### src/rtl/scaled_packer.sv
// scaled_packer: converts a wide signed fixed-point sample (7 fractional bits)
// into the 16-bit scaled operand word {mant[12:0], scale[2:0]} used by the
// arithmetic units, where value = mant * 2^-scale.
// The converter starts at the finest scale (7) and shifts the sample right by
// one bit per cycle until the mantissa fits 13 signed bits. If it still does
// not fit at scale 0, the mantissa saturates and out_ovf flags the word.
// There is no rounding: each shift truncates toward -inf, matching the
// datapath truncation behaviour.
module scaled_packer #(
  parameter int IN_W = 24
) (
  input  logic            clk,
  input  logic            rst_n,
  input  logic            in_valid,
  output logic            in_ready,
  input  logic [IN_W-1:0] in_data,
  output logic            out_valid,
  input  logic            out_ready,
  output logic [15:0]     out_data,
  output logic            out_ovf
);

  localparam logic [1:0] IDLE  = 2'd0;
  localparam logic [1:0] SHIFT = 2'd1;
  localparam logic [1:0] DONE  = 2'd2;

  localparam logic [2:0] SCALE_MAX = 3'd7;

  logic [1:0]              state;
  logic signed [IN_W-1:0]  acc;
  logic [2:0]              scale;

  // True when the value is in -4096..4095, i.e. bits [IN_W-1:12] are a pure
  // sign extension.
  function automatic logic fits13(input logic signed [IN_W-1:0] a);
    logic [IN_W-13:0] top;
    top = a[IN_W-1:12];
    return (&top) || (~|top);
  endfunction

  // Clamps an out-of-range value to the nearest 13-bit mantissa limit.
  function automatic logic [12:0] sat_mant(input logic signed [IN_W-1:0] a);
    return a[IN_W-1] ? 13'h1000 : 13'h0FFF;
  endfunction

  // New samples are accepted only when no conversion is in flight.
  assign in_ready = (state == IDLE);

  // Conversion FSM: accept, shift until the mantissa fits or saturate, then
  // hold the word until the consumer takes it.
  always_ff @(posedge clk or negedge rst_n) begin
    if (!rst_n) begin
      state     <= IDLE;
      acc       <= '0;
      scale     <= '0;
      out_valid <= 1'b0;
      out_data  <= '0;
      out_ovf   <= 1'b0;
    end else begin
      case (state)
        IDLE: begin
          if (in_valid) begin
            acc     <= signed'(in_data);
            scale   <= SCALE_MAX;
            out_ovf <= 1'b0;
            state   <= SHIFT;
          end
        end
        SHIFT: begin
          if (fits13(acc)) begin
            out_data  <= {acc[12:0], scale};
            out_ovf   <= 1'b0;
            out_valid <= 1'b1;
            state     <= DONE;
          end else if (scale != 3'd0) begin
            acc   <= acc >>> 1;
            scale <= scale - 3'd1;
          end else begin
            out_data  <= {sat_mant(acc), 3'd0};
            out_ovf   <= 1'b1;
            out_valid <= 1'b1;
            state     <= DONE;
          end
        end
        DONE: begin
          if (out_ready) begin
            out_valid <= 1'b0;
            state     <= IDLE;
          end
        end
        default: begin
          state     <= IDLE;
          out_valid <= 1'b0;
        end
      endcase
    end
  end

endmodule

### config.mk
export PLATFORM = sky130hd
export DESIGN_NAME = scaled_packer
export DESIGN_NICKNAME = d
export VERILOG_FILES = /design/src/rtl/scaled_packer.sv
export SDC_FILE = /design/constraint.sdc
export NUM_CORES = 1
export LEC_CHECK = 0
export BUFFER_PORTS_ARGS = -buffer_cell sky130_fd_sc_hd__buf_2
export CAP_MARGIN = 20
export CELL_PAD_IN_SITES_DETAIL_PLACEMENT = 0
export CELL_PAD_IN_SITES_GLOBAL_PLACEMENT = 2
export CORE_ASPECT_RATIO = 1.75
export CORE_MARGIN = 2
export CORE_UTILIZATION = 37
export CTS_CLUSTER_SIZE = 28
export DETAILED_ROUTE_END_ITERATION = 10
export PLACE_DENSITY = 0.82
export SYNTH_ARGS = -nofsm -noshare
export SYNTH_HDL_FRONTEND = slang
export SYNTH_SLANG_ARGS = --single-unit
### constraint.sdc
create_clock -name clk -period 3.2 [get_ports clk]
set_input_delay 0.8 -clock clk [delete_from_list [all_inputs] [get_ports clk]]
set_output_delay 0.8 -clock clk [all_outputs]
set_load 0.05 [all_outputs]
Yosys cells after proc, flatten, opt, wreduce, memory -nomap -nowiden
Index checks and enable logic that the tools add are counted.

Logic and storage cells: 54. Register bits after elaboration: 47. Output and inout bits: 19.

Eq/ne operators: 8. Reduce and logical (&&, ||, !) cells: 13. $add $sub $neg: 1. Bitwise operators: 2. Muxes and demuxes: 23.

Operators by type and width (count): case mux 24 bit (2 select lines) (1); two-way mux 23 bit (2); two-way mux 16 bit (2); two-way mux 24 bit (1); two-way mux 13 bit (1); AND reduction 12 bit (1); AND reduction 3 bit (4); OR reduction 12 bit (1); inequality test 2 bit, second input constant (5); two-way mux 3 bit (3); two-way mux 2 bit (4); case mux 2 bit (3 select lines) (1); case mux 3 bit (2 select lines) (1); two-way mux 1 bit (5); AND reduction 4 bit (1); inequality test 3 bit, second input constant (1); case mux 1 bit (3 select lines) (1); nonzero test 3 bit (1); subtractor 3 x 1 -> 3 bit, second input constant (1); == test 2 x 1 -> 1 bit, second input constant (1); == test 2 bit, second input constant (1); logical NOT 2 bit (1); NOT 1 bit (2); case mux 1 bit (2 select lines) (1); other kinds (4) (4).

Longest topological paths before layout
Gate-level depths: netlist of the first run.

Depth in word-level cells: 5. Depth in mapped cells: 6.

Least setup slack after synthesis of the first run
OpenSTA, ideal clock, no wires.

Path kind: register to register. Start: reg state[0]. End: reg acc[18]. Library setup time: 128 ps. Stages on the path, launching flop included: 6. Path buffers: 1. Data arrival time: 2037 ps. Slack: 1036 ps. Data required time: 3072 ps. Cell sequence: dfrtp_1 -> nor2_1 -> nand2_1 -> o41ai_4 -> buf_6 -> mux2_1.

Cells in the longest elaborated chain, start to end: 3. Elaborated cells between the ends (all ways): 8. Those cells by class: eq/ne: 4; mux: 1; reduce/logical: 3.

Ends and longest elaborated chain: start: declaration (line 29) `logic [1:0] state;`; start signal: assignment (line 53) `state <= IDLE;`; start signal: assignment (line 66) `state <= SHIFT;`; start signal: assignment (line 74) `state <= DONE;`; logical NOT 2 bit *; named net in_ready (line 15) `output logic in_ready,`; inequality test 2 bit (no line) / nonzero test 2 bit (equally long branches); AND reduction 4 bit (no line); end signal: assignment (line 63) `acc <= signed'(in_data);`; end signal: assignment (line 76) `acc <= acc >>> 1;`; end: declaration (line 30) `logic signed [IN_W-1:0] acc;`.

The timed path passes the listed nets; every way through them passes the cells marked *. The select of a mux whose other input is x is not followed. A chain may end at the register's enable or synchronous reset.

Final worst setup path of the first run
Start: reg acc[23]. End: reg out_data[13].

Cells in the longest elaborated chain, start to end: 5. Elaborated cells between the ends (all ways): 9. Those cells by class: eq/ne: 1; mux: 3; reduce/logical: 5.

Ends and longest elaborated chain: OR reduction 12 bit (line 38) `return (&top) || (~|top);`; logical NOT 1 bit (line 38); logical OR 1 bit (line 38); inequality test 2 bit (no line); AND reduction 2 bit (no line); end signal: assignment (line 71) `out_data <= {acc[12:0], scale};`; end signal: assignment (line 79) `out_data <= {sat_mant(acc), 3'd0};`; end: declaration (line 19) `output logic [15:0] out_data,`.

Several ways; a longest one is shown, not always the timed one. The select of a mux whose other input is x is not followed.

==> out/results.tsv, run 1 <==
metric	value	unit
hold_viol	0	
startpoint_type	register	
wl	5181	µm
synth_cells	211	
coreArea	5879	µm²
grt.total_usage	16.59	%
tightest_slew	0.6626	ns
ant_nets	0	
path_class	reg2reg	
dpl.hpwl	3724	µm
synth_nets	241	
fin_crit_sh	65.45	%
grt_setup_unrepaired	false	
clk_path_buf_depth	2	
worstRegToRegCells	5	
area_delta_synth_final	19.86	%
r2r_start	acc[23]$_DFFE_PN0P_	
antenna_found_initial	0	
n_fill_cell	587	
maxSlewHeadroom	55.56	%
drtPass1Iterations	6	
cellLeakagePower	1.393	nW
vias	1700	
gp_congestion	0.7885	
fp.dieW	62.86	µm
synth_top_area_share	52.43	%
finalSetupTns	0	ns
synthTopCellsByCount	nand2_1, dfrtp_1, mux2_1	
syn-mean-instance-area	10.63	µm²
timing.fmax	0.4775	GHz
layout-drive-gt1-share	27.10	%
via_per_inst	5.000	
cp_max_fo	9	
avgRoutedWirePerCell	15.24	µm
cts.repair.resized	0	
slew_violations	0	
die_height	107.0	µm
cts_num_sinks	47	
r2r-end	out_data[13]$_DFFE_PN0P_	
grt.overflow.total	0	
initial_core_util	38.16	%
nets	291	
cts-hold-fix-buffers	0	
clock_latency	0.31	ns
clkSlewWorstSetupHoldPaths	0.10	ns
synthTopCellsByArea	dfrtp_1, nand2_1, mux2_1, mux2i_1, a221o_1	
rows	37	
drv_cap	0	
initialDrtViolationCount	64	
yosys_warnings	0	
worstSetupEndpointType	register	
synth_most_common_cell	nand2_1	
cts-root-buf	clkbuf_8	
placed_cells	331	
cts_buffers	5	
fin_area	2689	µm²
synth_seq_cells	47	
synth_area_leader_cell	dfrtp_1	
grt_pass1_wl	8652	µm
place_area	2554	µm²
numPortBuffers	46	
grt_max_degree	48	
yosysSeqAreaShare	52.43	%
postCtsSetupBuffers	0	
synth_cell_types	33	
worstPathRequired	3.40	ns
cts.htree.levels	2	
antennaDiodeCount	0	
grt_pass1_vias	1745	
finalNonFillerCells	340	
fin_crit	2.094	ns
cts_tree	built	
netlist_area	2243	µm²
skew	0.008108	ns
p_per_area	1199	nW/µm²
arrival	2.30	ns
synth_edf_count	0	
fp.dieArea	6726	µm²
r2r_slack	1.11	ns
ios	47	
synth_ff_type	dfrtp_1	
drc	0	
peakVddDrop	0.4055	mV
setup_viol	0	
status	completed	
async_flop_share	100.0	%
min_path_type	in2async	
[report_power, final]
group	leakage [nW]	internal, mW	switching [mW]
Sequential	0.570	0.892	0.219
Clock	0.0548	0.236	0.220
Combinational	0.768	0.628	1.03
Total	1.39	1.76	1.47
[flip-flops by register name, indices dropped and copies added (netlist names)]
name,flops
out_valid,1
acc,24
out_data,16
scale,3
state,2
out_ovf,1
[final cells by class]
class                      instances  area (µm²)  share of cell area [%]
sequential                        47        1176                   43.74
multi-input combinational        141       952.2                   35.41
timing repair buffer              54       302.8                   11.26
tap                               78       97.59                   3.630
clock buffer                       5       68.82                   2.559
clock inverter                     3       46.29                   1.722
inverter                          12       45.04                   1.675
[cell families (layout without fill, tap and decap cells)]
family                     after synthesis  in the layout  share of synthesized area, %
AOI/OAI and AO/OA                       25             25                         10.10
adders and majority gates                2              2                         1.115
buffers and inverters                   23             74                         5.242
DFF                                     47             47                         52.43
muxes                                   30             30                         14.45
and+or+nand+nor                         84             84                         16.68
[worst max-delay path, cell delays in order (launching register included)]
cell	delay [ns]
dfrtp_1	0.48
nor4_1	0.30
and3_1	0.42
o31ai_2	0.22
buf_4	0.23
a221o_1	0.34
[through the flow]
step	power [mW]	hold WS (ns)	utilization, %	setup WS [ns]
finish	3.225	0.3363	45.73	1.106
global route	3.469	0.3435	45.73	0.9038
CTS	3.268	0.4836	45.39	1.066
detailed placement	2.813	0.4609	43.43	1.100
global placement	2.786	0.4661	43.43	1.085
floorplan	2.386	0.4727	-	1.036
[cells in the final DEF, fill, tap and decap left out, types with 3 or more instances in the layout]
cell type | netlist | routed
a221o_1 | 7 | 7
a221oi_1 | 5 | 5
buf_2 | 1 | 46
buf_4 | 0 | 7
clkbuf_8 | 0 | 5
dfrtp_1 | 47 | 47
inv_1 | 12 | 12
mux2_1 | 14 | 14
mux2_2 | 5 | 5
mux2i_1 | 11 | 11
nand2_1 | 58 | 58
nand4_1 | 3 | 3
nor2_1 | 6 | 6
nor3_1 | 3 | 3
nor4_1 | 5 | 5
o21ai_0 | 4 | 4
[how the worst max path moves through the flow]
stage	start	endpoint	slack [ns]	cells past startpoint
after floorplan	state[0]$_DFFE_PN0P_	acc[18]$_DFFE_PN0P_	1.04	5
final	acc[23]$_DFFE_PN0P_	out_data[13]$_DFFE_PN0P_	1.11	5
after global routing	acc[23]$_DFFE_PN0P_	out_data[10]$_DFFE_PN0P_	0.90	4
after detailed placement	state[1]$_DFFE_PN0P_	scale[0]$_DFFE_PN0P_	1.10	4
after global placement	state[1]$_DFFE_PN0P_	scale[1]$_DFFE_PN0P_	1.08	4
after CTS	state[1]$_DFFE_PN0P_	scale[1]$_DFFE_PN0P_	1.07	4
[metal layers]
metal | GRT usage [%] | vias up | wire, µm
li1 | - | 836 | -
met3 | 3.043 | 5 | 161
met2 | 29.56 | 32 | 2812
met1 | 19.45 | 827 | 2140
met5 | 0 | - | 0
met4 | 6.508 | 0 | 68
Power figures use the tool's default switching activity.
==> inputs of run 2 (changes only) <==
- CORE_UTILIZATION: 37 -> 31
- PLACE_DENSITY: 0.82 -> 0.73
- clock period: 3.2 -> 1.8 ns (I/O delays scaled with it)
==> run 2 against run 1 <==
- the flow now finishes with violations (negative setup slack)
- fmax up 14%
- cell count up 11%
- core utilization down 1.6 points
- flip-flop and latch count unchanged
- clock power up 130%
- combinational power up 130%
- routed wire length up 7.8%
- worst setup slack worse by 1.1 ns
- non-clock buffer count up 30
- die area up 18%
- critical endpoint is now acc[2]$_DFFE_PN0P_
- highest routed layer unchanged
==> out/results.tsv, run 2 (synthesis gave the netlist of run 1 again) <==
metric	value	unit	change
coreArea	7131	µm²	+21%
drv_cap	0		unchanged
grt_setup_unrepaired	true		
min_path_type	in2async		
cts_buffers	5		unchanged
ant_nets	0		unchanged
largest_reg_flops	24		unchanged
dpl.hpwl	3991	µm	+7.2%
regMostFlops	acc		
placed_cells	366		+11%
path_class	reg2reg		
cts.htree.levels	2		unchanged
fin_crit_sh	102.4	%	+37 points
finalSetupTns	-0.3082	ns	-0.3082 ns
grt_pass1_vias	1854		+6.2%
final_util	44.10	%	-1.6 points
dp_slack	-0.1055	ns	-1.205 ns
antenna_found_initial	0		unchanged
vias	1860		+9.4%
arrival	2.02	ns	-0.28 ns
avgRoutedWirePerCell	14.78	µm	-3.0%
fin_area	3144	µm²	+17%
layout-drive-gt1-share	41.44	%	+14 points
final_cell_mix	nand2_1, dfrtp_1, buf_2		
slowest_stage	o41ai_4		
path_cells	nor4_2 > and3_4 > o41ai_4 > buf_12 > mux2_2		
skew	0.005520	ns	-0.002588 ns
wl	5586	µm	+7.8%
fin_crit	1.842	ns	-0.2520 ns
setup_ws	-0.04234	ns	-1.148 ns
met3_length	193	µm	+20%
clkSlewWorstSetupHoldPaths	0.06	ns	-0.04 ns
total_power	6.894	mW	+110%
worstSetupEndpointType	register		
nets	321		+10%
violations	negative setup slack		
finalNonFillerCells	378		+11%
drtPass1Iterations	4		-2
grt.overflow.total	0		unchanged
clk_path_buf_depth	2		unchanged
area_delta_synth_final	40.16	%	
grt_pass1_wl	9128	µm	+5.5%
drc	0		unchanged
worst_path_dominant_cell_family	compound AO/OA/AOI/OAI gates		
slew_violations	0		unchanged
p_per_area	2192	nW/µm²	+83%
cts-root-buf	clkbuf_16		
routed.top_layer	met4		
tightest_slew	0.4613	ns	-0.2013 ns
place_area	2845	µm²	+11%
gp_congestion	0.7078		-10%
peakVddDrop	0.8344	mV	+110%
status	finished with violations		
rows	41		+11%
cp_max_fo	13		+4
fp.dieW	68.31	µm	+8.7%
grt.total_usage	15.72	%	-0.87 points
cts_tree	built		
final_common_cell	nand2_1		
numPortBuffers	46		unchanged
cts_num_sinks	47		unchanged
reg_top3	acc (24), out_data (16), scale (3)		
critPathMaxStageDelay	0.46	ns	-0.02 ns
worstPathRequired	1.98	ns	-1.42 ns
via_per_inst	4.921		-1.6%
initialDrtViolationCount	54		-16%
ios	47		unchanged
hold_viol	0		unchanged
met1_length	2237	µm	+4.5%
maxSlewHeadroom	69.02	%	+13 points
initial_core_util	31.46	%	-6.7 points
fp.dieArea	7960	µm²	+18%
whs	0.1353	ns	-0.2009 ns
cellLeakagePower	1.645	nW	+18%
cts-hold-fix-buffers	0		unchanged
startpoint_type	register		
die_height	116.5	µm	+8.9%
setup_viol	18		+18
grt_max_degree	48		unchanged
clock_latency	0.29	ns	-0.02 ns
timing.fmax	0.5428	GHz	+14%
cp_num_buf_inv	1		unchanged
wl_met2	3046	µm	+8.3%
antennaDiodeCount	0		unchanged
==> run 2: power by group <==
part | internal [mW] | switching [mW] | leakage, nW
sequential | 1.59 | 0.379 | 0.569
clock | 0.655 | 0.398 | 0.0838
combinational | 1.84 | 2.03 | 0.992
total | 4.09 | 2.81 | 1.64
==> run 2: area by class of cell <==
| cell class | count | area, µm² |
|---|---|---|
| Timing Repair Buffer | 84 | 596.8 |
| Tap cell | 86 | 107.6 |
| Sequential cell | 47 | 1177 |
| Inverter | 12 | 45.04 |
| Fill cell | 701 | 3986 |
| Multi-Input combinational cell | 141 | 1049 |
| Clock buffer | 5 | 125.1 |
| Clock inverter | 3 | 43.79 |
==> run 2: repair_timing <==
action / CTS / global route
setup buffers: 2 / 2
setup endpoints to repair: 34 / 39
pin swaps: 1 / 0
resized for setup: 18 / 9
==> run 2: worst paths after layout <==
kind	start	end	slack, ns	cells after the start
min in group clk	in_data[23]	acc[23]$_DFFE_PN0P_	0.36	3
max reg2reg	acc[21]$_DFFE_PN0P_	acc[2]$_DFFE_PN0P_	-0.04	5
max	acc[21]$_DFFE_PN0P_	acc[2]$_DFFE_PN0P_	-0.04	5
max in group asynchronous	rst_n	acc[7]$_DFFE_PN0P_	1.44	2
min reg2reg	out_valid$_DFFE_PN0P_	out_valid$_DFFE_PN0P_	0.47	2
min	rst_n	out_data[1]$_DFFE_PN0P_	0.14	2
==> run 2: layer usage <==
metal | up-vias | GRT usage [%]
met5 | - | 0
met4 | 0 | 6.400
met3 | 6 | 3.757
met2 | 30 | 27.12
met1 | 929 | 18.21
li1 | 895 | -
==> inputs of run 3 (changes only) <==
- CTS_CLUSTER_DIAMETER: default -> 40
- RECOVER_POWER: default -> 25
==> run 3 against run 2 <==
- the flow still finishes with violations (negative setup slack)
- first-iteration DRC count grew 15%
- power barely moved
- fmax is 0.22% lower
- highest routed layer unchanged
==> out/results.tsv, run 3 (synthesis gave the netlist of run 1 again) <==
metric	value	unit	change
status	finished with violations		
violations	negative setup slack		
gp_congestion	0.7078		unchanged
grt.busiest_layer	met2		
worstPathRequired	1.98	ns	about the same
antennaDiodeCount	0		unchanged
timing.fmax	0.5416	GHz	-0.22%
cts-hold-fix-buffers	0		unchanged
cts.htree.levels	2		unchanged
skew	0.005232	ns	-0.0002881 ns
grt.total_usage	15.72	%	unchanged
setup_viol	18		unchanged
n_fill_cell	703		+0.29%
fin_crit_sh	102.6	%	+0.23 points
grt_use_met2	27.12	%	unchanged
clkSlewWorstSetupHoldPaths	0.06	ns	about the same
startpoint_type	register		
cp_max_fo	13		unchanged
final_cell_mix	nand2_1, dfrtp_1, buf_2		
dpl.hpwl	3991	µm	unchanged
final_common_cell	nand2_1		
area_delta_synth_final	39.49	%	
grt_pass1_vias	1854		unchanged
clk_path_buf_depth	2		unchanged
cp_num_buf_inv	1		unchanged
clock_latency	0.29	ns	about the same
wl	5572	µm	-0.25%
hold_viol	0		unchanged
path_cells	nor4_2 > and3_4 > o41ai_4 > buf_12 > mux2_2		
vias	1853		-0.38%
avgRoutedWirePerCell	14.74	µm	-0.25%
slew_violations	0		unchanged
ios	47		unchanged
grt.overflow.total	0		unchanged
cts_buffers	5		unchanged
grt_setup_unrepaired	true		
setup_ws	-0.04639	ns	-0.004052 ns
worstSetupEndpointType	register		
slowest_stage	o41ai_4		
cellLeakagePower	1.639	nW	-0.32%
cts_num_sinks	47		unchanged
drv_cap	0		unchanged
whs	0.3562	ns	+0.2209 ns
drtPass1Iterations	3		-1
gr-usage-met3	3.757	%	unchanged
worst_path_dominant_cell_family	compound AO/OA/AOI/OAI gates		
die_height	116.5	µm	unchanged
coreArea	7131	µm²	unchanged
ant_nets	0		unchanged
reg_top3	acc (24), out_data (16), scale (3)		
finalSetupTns	-0.3665	ns	-0.05830 ns
maxSlewHeadroom	20.63	%	-48 points
fin_crit	1.846	ns	+0.004052 ns
cts-root-buf	clkbuf_16		
initialDrtViolationCount	62		+15%
rows	41		unchanged
cts_tree	built		
use_met1	18.21	%	unchanged
tightest_slew	1.191	ns	+0.7294 ns
min_path_type	in2reg		
antenna_found_initial	0		unchanged
path_class	reg2reg		
critPathMaxStageDelay	0.47	ns	about the same
regMostFlops	acc		
grt_pass1_wl	9128	µm	unchanged
drc	0		unchanged
nets	321		unchanged
arrival	2.02	ns	about the same
peakVddDrop	0.8328	mV	-0.19%
fp.dieArea	7960	µm²	unchanged
numPortBuffers	46		unchanged
fp.dieW	68.31	µm	unchanged
p_per_area	2202	nW/µm²	+0.44%
grt_max_degree	48		unchanged
initial_core_util	31.46	%	unchanged
layout-drive-gt1-share	41.44	%	unchanged
largest_reg_flops	24		unchanged
via_per_inst	4.902		-0.38%
## run 3: changes by cell type in the layout (fill, tap and decap cells not counted), sizes merged
cell / delta
clkbuf: +1
buf: -1
## run 3: final timing paths
path                                            start                     to  slack, ns  cells past startpoint
min in group asynchronous                       rst_n    acc[19]$_DFFE_PN0P_       0.47                      2
worst min register to register  out_valid$_DFFE_PN0P_  out_valid$_DFFE_PN0P_       0.47                      2
worst min-delay path                      in_data[23]    acc[23]$_DFFE_PN0P_       0.36                      3
worst max register to register    acc[21]$_DFFE_PN0P_     acc[2]$_DFFE_PN0P_      -0.05                      5
max in group asynchronous                       rst_n    acc[23]$_DFFE_PN0P_       0.54                      2
worst max-delay path              acc[21]$_DFFE_PN0P_     acc[2]$_DFFE_PN0P_      -0.05                      5
## run 3: timing repair
item | CTS | global route
gates resized for setup | 18 | 9
buffers inserted | 2 | 2
setup endpoints to repair | 34 | 39
pin swaps | 1 | 0
endpoints found under the hold margin | 0 | 0
## run 3: routing by layer
metal,vias to the layer above,part of all wire [%]
met2,28,54
li1,896,-
met4,0,2.0
met3,6,3.3
met5,-,0
met1,923,40
## run 3: final cells by class
type | instances | area, µm² | area share [%]
Clock buffer | 5 | 125.1 | 3.998
Timing Repair Buffer | 84 | 581.8 | 18.59
Inverter | 12 | 45.04 | 1.439
Tap cell | 86 | 107.6 | 3.439
Sequential cell | 47 | 1177 | 37.62
Multi-Input combinational cell | 141 | 1049 | 33.51
Clock inverter | 3 | 43.79 | 1.399
## run 3: per-stage QoR
| step | util, % | cell area (µm²) | setup slack, ns | cells | total power, mW |
|---|---|---|---|---|---|
| floorplan | - | 2260 | -0.08624 | 211 | 4.291 |
| global placement | 39.90 | 2845 | -0.05411 | 366 | 5.410 |
| detailed placement | 39.90 | 2845 | -0.1055 | 366 | 5.459 |
| CTS | 43.43 | 3097 | -0.02097 | 376 | 6.830 |
| global route | 43.88 | 3129 | -0.08697 | 378 | 7.371 |
| finish | 43.88 | 3129 | -0.04639 | 378 | 6.891 |
## run 3: where the power goes
part,switching (mW),internal (mW)
registers,0.379,1.59
logic,2.03,1.84
clock network,0.401,0.655
## run 3: worst register-to-register path: stages, from the launching register on
cell and delay, ns:
dfrtp_1 0.42, nor4_2 0.08, and3_4 0.21, o41ai_4 0.47, buf_12 0.21, mux2_2 0.34
